## src/rtl/spi_pkg.sv

```systemverilog
// Shared constants for the SPI responder: fill byte, counter width,
// state encoding and the SPI_MODE3_EN mode selector values.
package spi_pkg;

    localparam logic [7:0] FILL_DEFAULT = 8'hFF;
    localparam int         BITCNT_W     = 3;

    localparam logic [0:0] ST_IDLE   = 1'b0;
    localparam logic [0:0] ST_ACTIVE = 1'b1;

    localparam logic MODE_0 = 1'b0;
    localparam logic MODE_3 = 1'b1;

endpackage

```

## src/rtl/spi_sync.sv

```systemverilog
// Multi-flop synchroniser for one SPI pin with single-cycle
// rise/fall pulses taken against one extra delayed flop.
module spi_sync #(
    parameter int   STAGES  = 2,
    parameter logic RST_VAL = 1'b0
) (
    input  logic CLK,
    input  logic RST,
    input  logic i_d,
    output logic o_rise,
    output logic o_fall
);

    logic [STAGES-1:0] r_sync;
    logic              r_dly;
    logic              w_lvl;

    assign w_lvl = r_sync[STAGES-1];

    always_ff @(posedge CLK or posedge RST) begin
        if (RST) begin
            r_sync <= {STAGES{RST_VAL}};
            r_dly  <= RST_VAL;
        end else begin
            r_sync <= {r_sync[STAGES-2:0], i_d};
            r_dly  <= w_lvl;
        end
    end

    assign o_rise = w_lvl & ~r_dly;
    assign o_fall = ~w_lvl & r_dly;

endmodule

```

## src/rtl/spi_responder.sv

```systemverilog
// SPI device-side responder, mode 0, MSB first, 8-bit frames.
// Define SPI_MODE3_EN to add the MODE3 input (CPOL=1/CPHA=1).
module spi_responder
    import spi_pkg::*;
#(
    parameter int         SYNC_STAGES = 2,
    parameter logic [7:0] FILL        = FILL_DEFAULT
) (
    input  logic       CLK,
    input  logic       RST,
    input  logic       SCK,
    input  logic       MOSI,
    input  logic       nSS,
`ifdef SPI_MODE3_EN
    input  logic       MODE3,
`endif
    output logic       MISO,
    output logic       MISO_OE,
    input  logic [7:0] TXDATA,
    input  logic       TXVALID,
    output logic       TXTAKEN,
    output logic [7:0] RXDATA,
    output logic       RXVALID,
    output logic       SELECTED
);

    logic                   w_sck_rise;
    logic                   w_sck_fall;
    logic                   w_nss_rise;
    logic                   w_nss_fall;
    logic                   w_mosi;
    logic                   w_active;
    logic                   w_skip;
    logic [SYNC_STAGES-1:0] r_mosi_sync;
    logic [0:0]             r_state;
    logic [BITCNT_W-1:0]    r_bitcnt;
    logic [7:0]             r_rx;
    logic [7:0]             r_tx;
    logic [7:0]             r_rxdata;
    logic                   r_rxvalid;
    logic                   r_txtaken;

    spi_sync #(
        .STAGES (SYNC_STAGES),
        .RST_VAL(1'b0)
    ) u_sck (
        .CLK   (CLK),
        .RST   (RST),
        .i_d   (SCK),
        .o_rise(w_sck_rise),
        .o_fall(w_sck_fall)
    );

    // Reset low so a select still held across RST yields no fall edge
    spi_sync #(
        .STAGES (SYNC_STAGES),
        .RST_VAL(1'b0)
    ) u_nss (
        .CLK   (CLK),
        .RST   (RST),
        .i_d   (nSS),
        .o_rise(w_nss_rise),
        .o_fall(w_nss_fall)
    );

    always_ff @(posedge CLK or posedge RST) begin
        if (RST) begin
            r_mosi_sync <= '0;
        end else begin
            r_mosi_sync <= {r_mosi_sync[SYNC_STAGES-2:0], MOSI};
        end
    end

    assign w_mosi   = r_mosi_sync[SYNC_STAGES-1];
    assign w_active = (r_state == ST_ACTIVE);

`ifdef SPI_MODE3_EN
    logic r_first;

    always_ff @(posedge CLK or posedge RST) begin
        if (RST) begin
            r_first <= 1'b0;
        end else if (!w_active) begin
            r_first <= w_nss_fall;
        end else if (w_sck_fall) begin
            r_first <= 1'b0;
        end
    end

    // CPOL=1 opens with a fall; the first byte is already loaded then
    assign w_skip = (MODE3 == MODE_3) & r_first;
`else
    assign w_skip = 1'b0;
`endif

    always_ff @(posedge CLK or posedge RST) begin
        if (RST) begin
            r_state   <= ST_IDLE;
            r_bitcnt  <= '0;
            r_rx      <= '0;
            r_tx      <= FILL;
            r_rxdata  <= '0;
            r_rxvalid <= 1'b0;
            r_txtaken <= 1'b0;
        end else begin
            r_rxvalid <= 1'b0;
            r_txtaken <= 1'b0;
            if (!w_active) begin
                if (w_nss_fall) begin
                    r_state   <= ST_ACTIVE;
                    r_bitcnt  <= '0;
                    r_tx      <= TXVALID ? TXDATA : FILL;
                    r_txtaken <= TXVALID;
                end
            end else if (w_nss_rise) begin
                r_state  <= ST_IDLE;
                r_bitcnt <= '0;
                r_rx     <= '0;
                r_tx     <= FILL;
            end else if (w_sck_rise) begin
                r_rx     <= {r_rx[6:0], w_mosi};
                r_bitcnt <= r_bitcnt + 1'b1;
                if (r_bitcnt == '1) begin
                    r_rxdata  <= {r_rx[6:0], w_mosi};
                    r_rxvalid <= 1'b1;
                end
            end else if (w_sck_fall && !w_skip) begin
                if (r_bitcnt == '0) begin
                    r_tx      <= TXVALID ? TXDATA : FILL;
                    r_txtaken <= TXVALID;
                end else begin
                    r_tx <= {r_tx[6:0], 1'b1};
                end
            end
        end
    end

    assign MISO     = w_active ? r_tx[7] : 1'b1;
    assign MISO_OE  = w_active;
    assign SELECTED = w_active;
    assign TXTAKEN  = r_txtaken;
    assign RXDATA   = r_rxdata;
    assign RXVALID  = r_rxvalid;

endmodule

```

## config.mk

```make
export PLATFORM = sky130hd
export DESIGN_NAME = spi_responder
export DESIGN_NICKNAME = d
export VERILOG_FILES = /design/src/rtl/spi_pkg.sv /design/src/rtl/spi_sync.sv /design/src/rtl/spi_responder.sv
export SDC_FILE = /design/constraint.sdc
export NUM_CORES = 1
export LEC_CHECK = 0
export ABC_AREA = 0
export BUFFER_PORTS_ARGS = -buffer_cell sky130_fd_sc_hd__clkbuf_2
export CAP_MARGIN = 20
export CORE_MARGIN = 5
export CORE_UTILIZATION = 50
export DETAILED_ROUTE_END_ITERATION = 8
export PLACE_DENSITY = 0.72
export SYNTH_ARGS = -nofsm -noshare
export SYNTH_HDL_FRONTEND = slang
export SYNTH_SLANG_ARGS = --single-unit
```

## constraint.sdc

```tcl
create_clock -name CLK -period 2.8 [get_ports CLK]
set_input_delay 0.28 -clock CLK [delete_from_list [all_inputs] [get_ports CLK]]
set_output_delay 0.28 -clock CLK [all_outputs]
set_load 0.05 [all_outputs]
```

# Word-level counts from Yosys, hierarchy flattened
# Cells that the tools add are included.
totals:
  ff_bits: 37
  input_bits: 14
  output_inout_bits: 13
op_classes:
  addsub: 1
  n_eq_ne: 4
  muxes: 27
  bitwise: 9
  reduce_logical: 7
op_table:
  columns: ["op", "n"]
  rows:
  - ["$mux 8", 7]
  - ["$mux 1", 14]
  - ["$mux 7", 2]
  - ["$mux 3", 4]
  - ["$ne 3x1->1 const B", 2]
  - ["$not 1->1", 5]
  - ["$and 1x1->1", 4]
  - ["$reduce_and 2->1", 2]
  - ["$reduce_and 4->1", 1]
  - ["$reduce_bool 2->1", 2]
  - ["$add 3x1->3 const B", 1]
  - ["$eq 3x3->1 const B", 1]
  - ["$logic_not 3->1", 1]
  - ["$ne 3x2->1 const B", 1]
  - ["$reduce_and 3->1", 1]

# Depth between registers and ports, before layout
depth:
  ltp_word: 6
  mapped_depth: 7
  ltp_nobuf: 6

# Hierarchy
# A second synthesis with hierarchy kept.
hier_totals:
  hier_cells: 140
  hier_area_um2: 1627.8
by_module_without_submodules:
  columns: ["module", "n_inst", "cells_per_inst", "area_per_inst_um2", "seq_area_each_um2"]
  rows:
  - ["spi_responder", 1, 128, 1440.1, 785.8]
  - ["spi_sync", 2, 6, 93.8, 75.1]

# Least setup slack after synthesis
# Ideal clock, no wire load.
synth_path:
  kind: "register -> register"
  startpoint: "register r_state (netlist: MISO_OE)"
  endpoint: "register r_tx[0]"
  setup_time_ns: 0.082
  arrival_time_ns: 1.556
  path_slack_ns: 1.162
  path_stages_with_launch: 5
  path_buffers: 1
  period_less_slack_ns: 1.638
  path_cell_list: "dfrtp_1 > buf_2 > nor2_1 > nor2_2 > mux2_2"
synth_between:
  elab_chain_len: 2
  word_cells_on_any_way: 5
  cone_classes: "eq/ne: 2; mux: 1; reduce/logical: 2"
synth_lines:
  columns: ["item", "line", "source"]
  rows:
  - ["start, declared", "spi_responder.sv:35", "logic [0:0] r_state;"]
  - ["start signal, assigned", "spi_responder.sv:98", "r_state <= ST_IDLE;"]
  - ["start signal, assigned", "spi_responder.sv:110", "r_state <= ST_ACTIVE;"]
  - ["start signal, assigned", "spi_responder.sv:116", "r_state <= ST_IDLE;"]
  - ["$ne 3x2->1 (no source line), or another cell as far along", null, null]
  - ["$reduce_and 3->1 (no source line)", null, null]
  - ["end signal, assigned", "spi_responder.sv:112", "r_tx <= TXVALID ? TXDATA : FILL;"]
  - ["end signal, assigned", "spi_responder.sv:129", "r_tx <= TXVALID ? TXDATA : FILL;"]
  - ["end signal, assigned", "spi_responder.sv:132", "r_tx <= {r_tx[6:0], 1'b1};"]
  - ["end, declared", "spi_responder.sv:38", "logic [7:0] r_tx;"]
# Several ways; a longest one is shown, not always the timed one.
# A chain may end at the register's enable or synchronous reset.

# Final worst setup path
# Same ends and word-level chain as after synthesis.

==> results.md <==
- Outcome: finished, final reports clean
- Number of distinct library cells after synthesis: 25
- Area delta synth->final: 14.9%
- Skew final: 12.4 ps
- Int Power: 875 µW
- Vias per cell: 5.33
- Mapped cell area: 1610 µm²
- Final antenna-violating net count: 0
- Num ports: 27
- Final net count: 175
- Sequential cell area: 936 µm²
- Leakage: 0.896 nW
- PD cells: 655 nW/µm²
- Required @ worst endpoint: 3080 ps
- Hold buffers post-CTS: 0
- Fmax: 575 MHz
- Synthesized area per cell: 12.4 µm²
- Initial Util: 52.2%
- Routed WL: 2790 µm
- Total grt overflow: 0
- Vias in the first global route: 1076
- Most frequent cells in the layout: dfrtp_1 (29), clkbuf_2 (26), nand2b_1 (11), a21oi_1 (10), mux2_2 (9)
- Tcrit/Tclk final: 62.1%
- Wire per inst: 13.7 µm
- Post-synth top area share: 45.2%
- N_diodes: 0
- Most common cell after layout, fill and taps aside: dfrtp_1
- Setup TNS: 0 ps
- Net Switching: 333 µW
- Max-cap violations: 0
- Total clock sinks: 37
- TritonCTS Buffers: 5
- Post-Syn Instances: 129
- Crit path time final: 1740 ps
- Final setup viols: 0
- Die Ht: 66.7 µm
- Final hold slack: 0.0374 ps
- Worst Tran Pin Value: 713 ps
- Port bufs: 26
- Crit start category: register
- CTS tree: yes
- Core Region: 3080 µm²
- Area of the multi-input gates: 624 µm²
- Number of synthesized register bits: 37
- Initial DRC count: 100
- Full die area: 4440 µm²
- Setup Buffers After CTS: 0
- Worst-path maximum fanout: 14
- Gp weighted congestion: 0.807
- Cts repair resizes: 0
- Unrepaired setup endpoints after global routing: false
- Total GRT Usage: 15.4%
- Worst VDD drop: 0.486 mV
- Root Driver: clkbuf_4
- Share of post-route cells with drive strength above 1: 35.8%
- Reg power frac: 53.5%
- Slew Limit Fails: 0
- Pre-antenna DRT Iters: 4
- Sequential share of the synthesized area: 58.3%
- DP HPWL: 1990 µm
- Largest net degree at the start of global routing: 38
- Syn Nets: 146
- Worst-Skew Late Latency: 340 ps
- Initial antenna violation count: 0
- Worst Hold Class: input pin to asynchronous set/reset pin
- Switch share: 27.6%
- Arrival time worst endpoint: 2020 ps
- DR vias: 1082
- Largest area contributor in the netlist: dfrtp_1
- YS warnings: 0
- Fill count: 265
- Final hold violation count: 0
- Slew Limit Headroom: 52.3%
- Chip width: 66.7 µm
- Combinational share of power: 17.2%
- Kind of critical path: register to register
- CTS Buffer Depth: 2
- DRC Markers: 0
- Clock power frac: 29.4%
- Rows: 20
- Crit. End Element: register
- First-pass GRT wire length: 5080 µm
- # H-tree levels: 2
- Clock slew at reported path FFs: 110 ps
- Synth top area cells: dfrtp_1 (45%), dfstp_2 (13%), mux2_2 (6.3%)
per-layer routing:
metal / wire length (µm) / global-route usage (%)
met1: 1230 / 20.0
met2: 1330 / 22.5
met3: 171 / 5.90
met4: 60 / 6.85
met5: 0 / 0
registers in the layout (all words and copies together) (netlist names):
signal / flops
u_nss.r_dly: 1
MISO_OE: 1
RXVALID: 1
r_tx: 8
r_mosi_sync: 2
u_nss.r_sync: 2
u_sck.r_sync: 2
r_rx: 7
r_bitcnt: 3
RXDATA: 8
u_sck.r_dly: 1
TXTAKEN: 1
synth_stat cells (all sizes together):
master and instances:
dfstp 8, a21boi 1, a211oi 8, a21oi 10
mux2 9, inv 4, nand2 7, buf 5
o21ai 3, dfrtp 29, and3 2, ha 3
nor2 2, nor2b 9, nand2b 12, a22o 7
nand3b 1, nand4 2, o2bb2ai 7
power groups by stage:
stage	logic (mW)	registers [mW]	clock network, mW
final	0.208	0.646	0.355
after global routing	0.234	0.655	0.398
after CTS	0.211	0.646	0.367
after detailed placement	0.210	0.656	0
after global placement	0.203	0.655	0
after floorplan	0.162	0.654	0
cell type report:
type                            count  area share, %
Clock buffer                        6           2.24
Clock inverter                      2           1.90
Inverter                            4          0.814
Multi-Input combinational cell     83           33.9
Sequential cell                    37           50.7
Tap cell                           44           2.99
Timing Repair Buffer               27           7.46
worst max-delay path, stage by stage (launching register included):
cell	delay [ps]
dfrtp_1	540
nor2_1	620
nor2_2	200
mux2_2	320
path summary, 6_finish.rpt:
| kind | start | to | slack (ps) | cells after the start |
|---|---|---|---|---|
| setup / recovery | MISO_OE | r_tx[0] | 1060 | 3 |
| hold / removal | RST | u_nss.r_dly | 0.04 | 3 |
| setup reg to reg | MISO_OE | r_tx[0] | 1060 | 3 |
| hold reg to reg | u_nss.r_sync[0] | u_nss.r_sync[1] | 360 | 0 |
| max in group asynchronous | RST | r_tx[6] | 2450 | 3 |
| min in group CLK | MOSI | r_mosi_sync[0] | 50 | 1 |
logic make-up after synthesis:
kind of cell | after synthesis | share of synthesized area (%)
buffers and inverters | 9 | 2.81
multiplexers | 9 | 6.31
AO/OA/AOI/OAI | 36 | 16.4
flip-flops | 37 | 58.3
AND/OR/NAND/NOR | 35 | 13.9
adder cells (fa/ha/maj) | 3 | 2.34
metrics by stage:
stage	total power, mW	cell area [µm²]	setup slack [ps]	instances	utilization (%)
4_1_cts	1.22	1840	1070	203	59.9
3_3_place_gp	0.859	1770	1110	195	57.4
5_1_grt	1.29	1840	917	203	59.9
6_report	1.21	1840	1060	203	59.9
3_5_place_dp	0.866	1770	1080	195	57.4
2_1_floorplan	0.816	1610	1160	129	-
(Power assumes the default switching activity.)
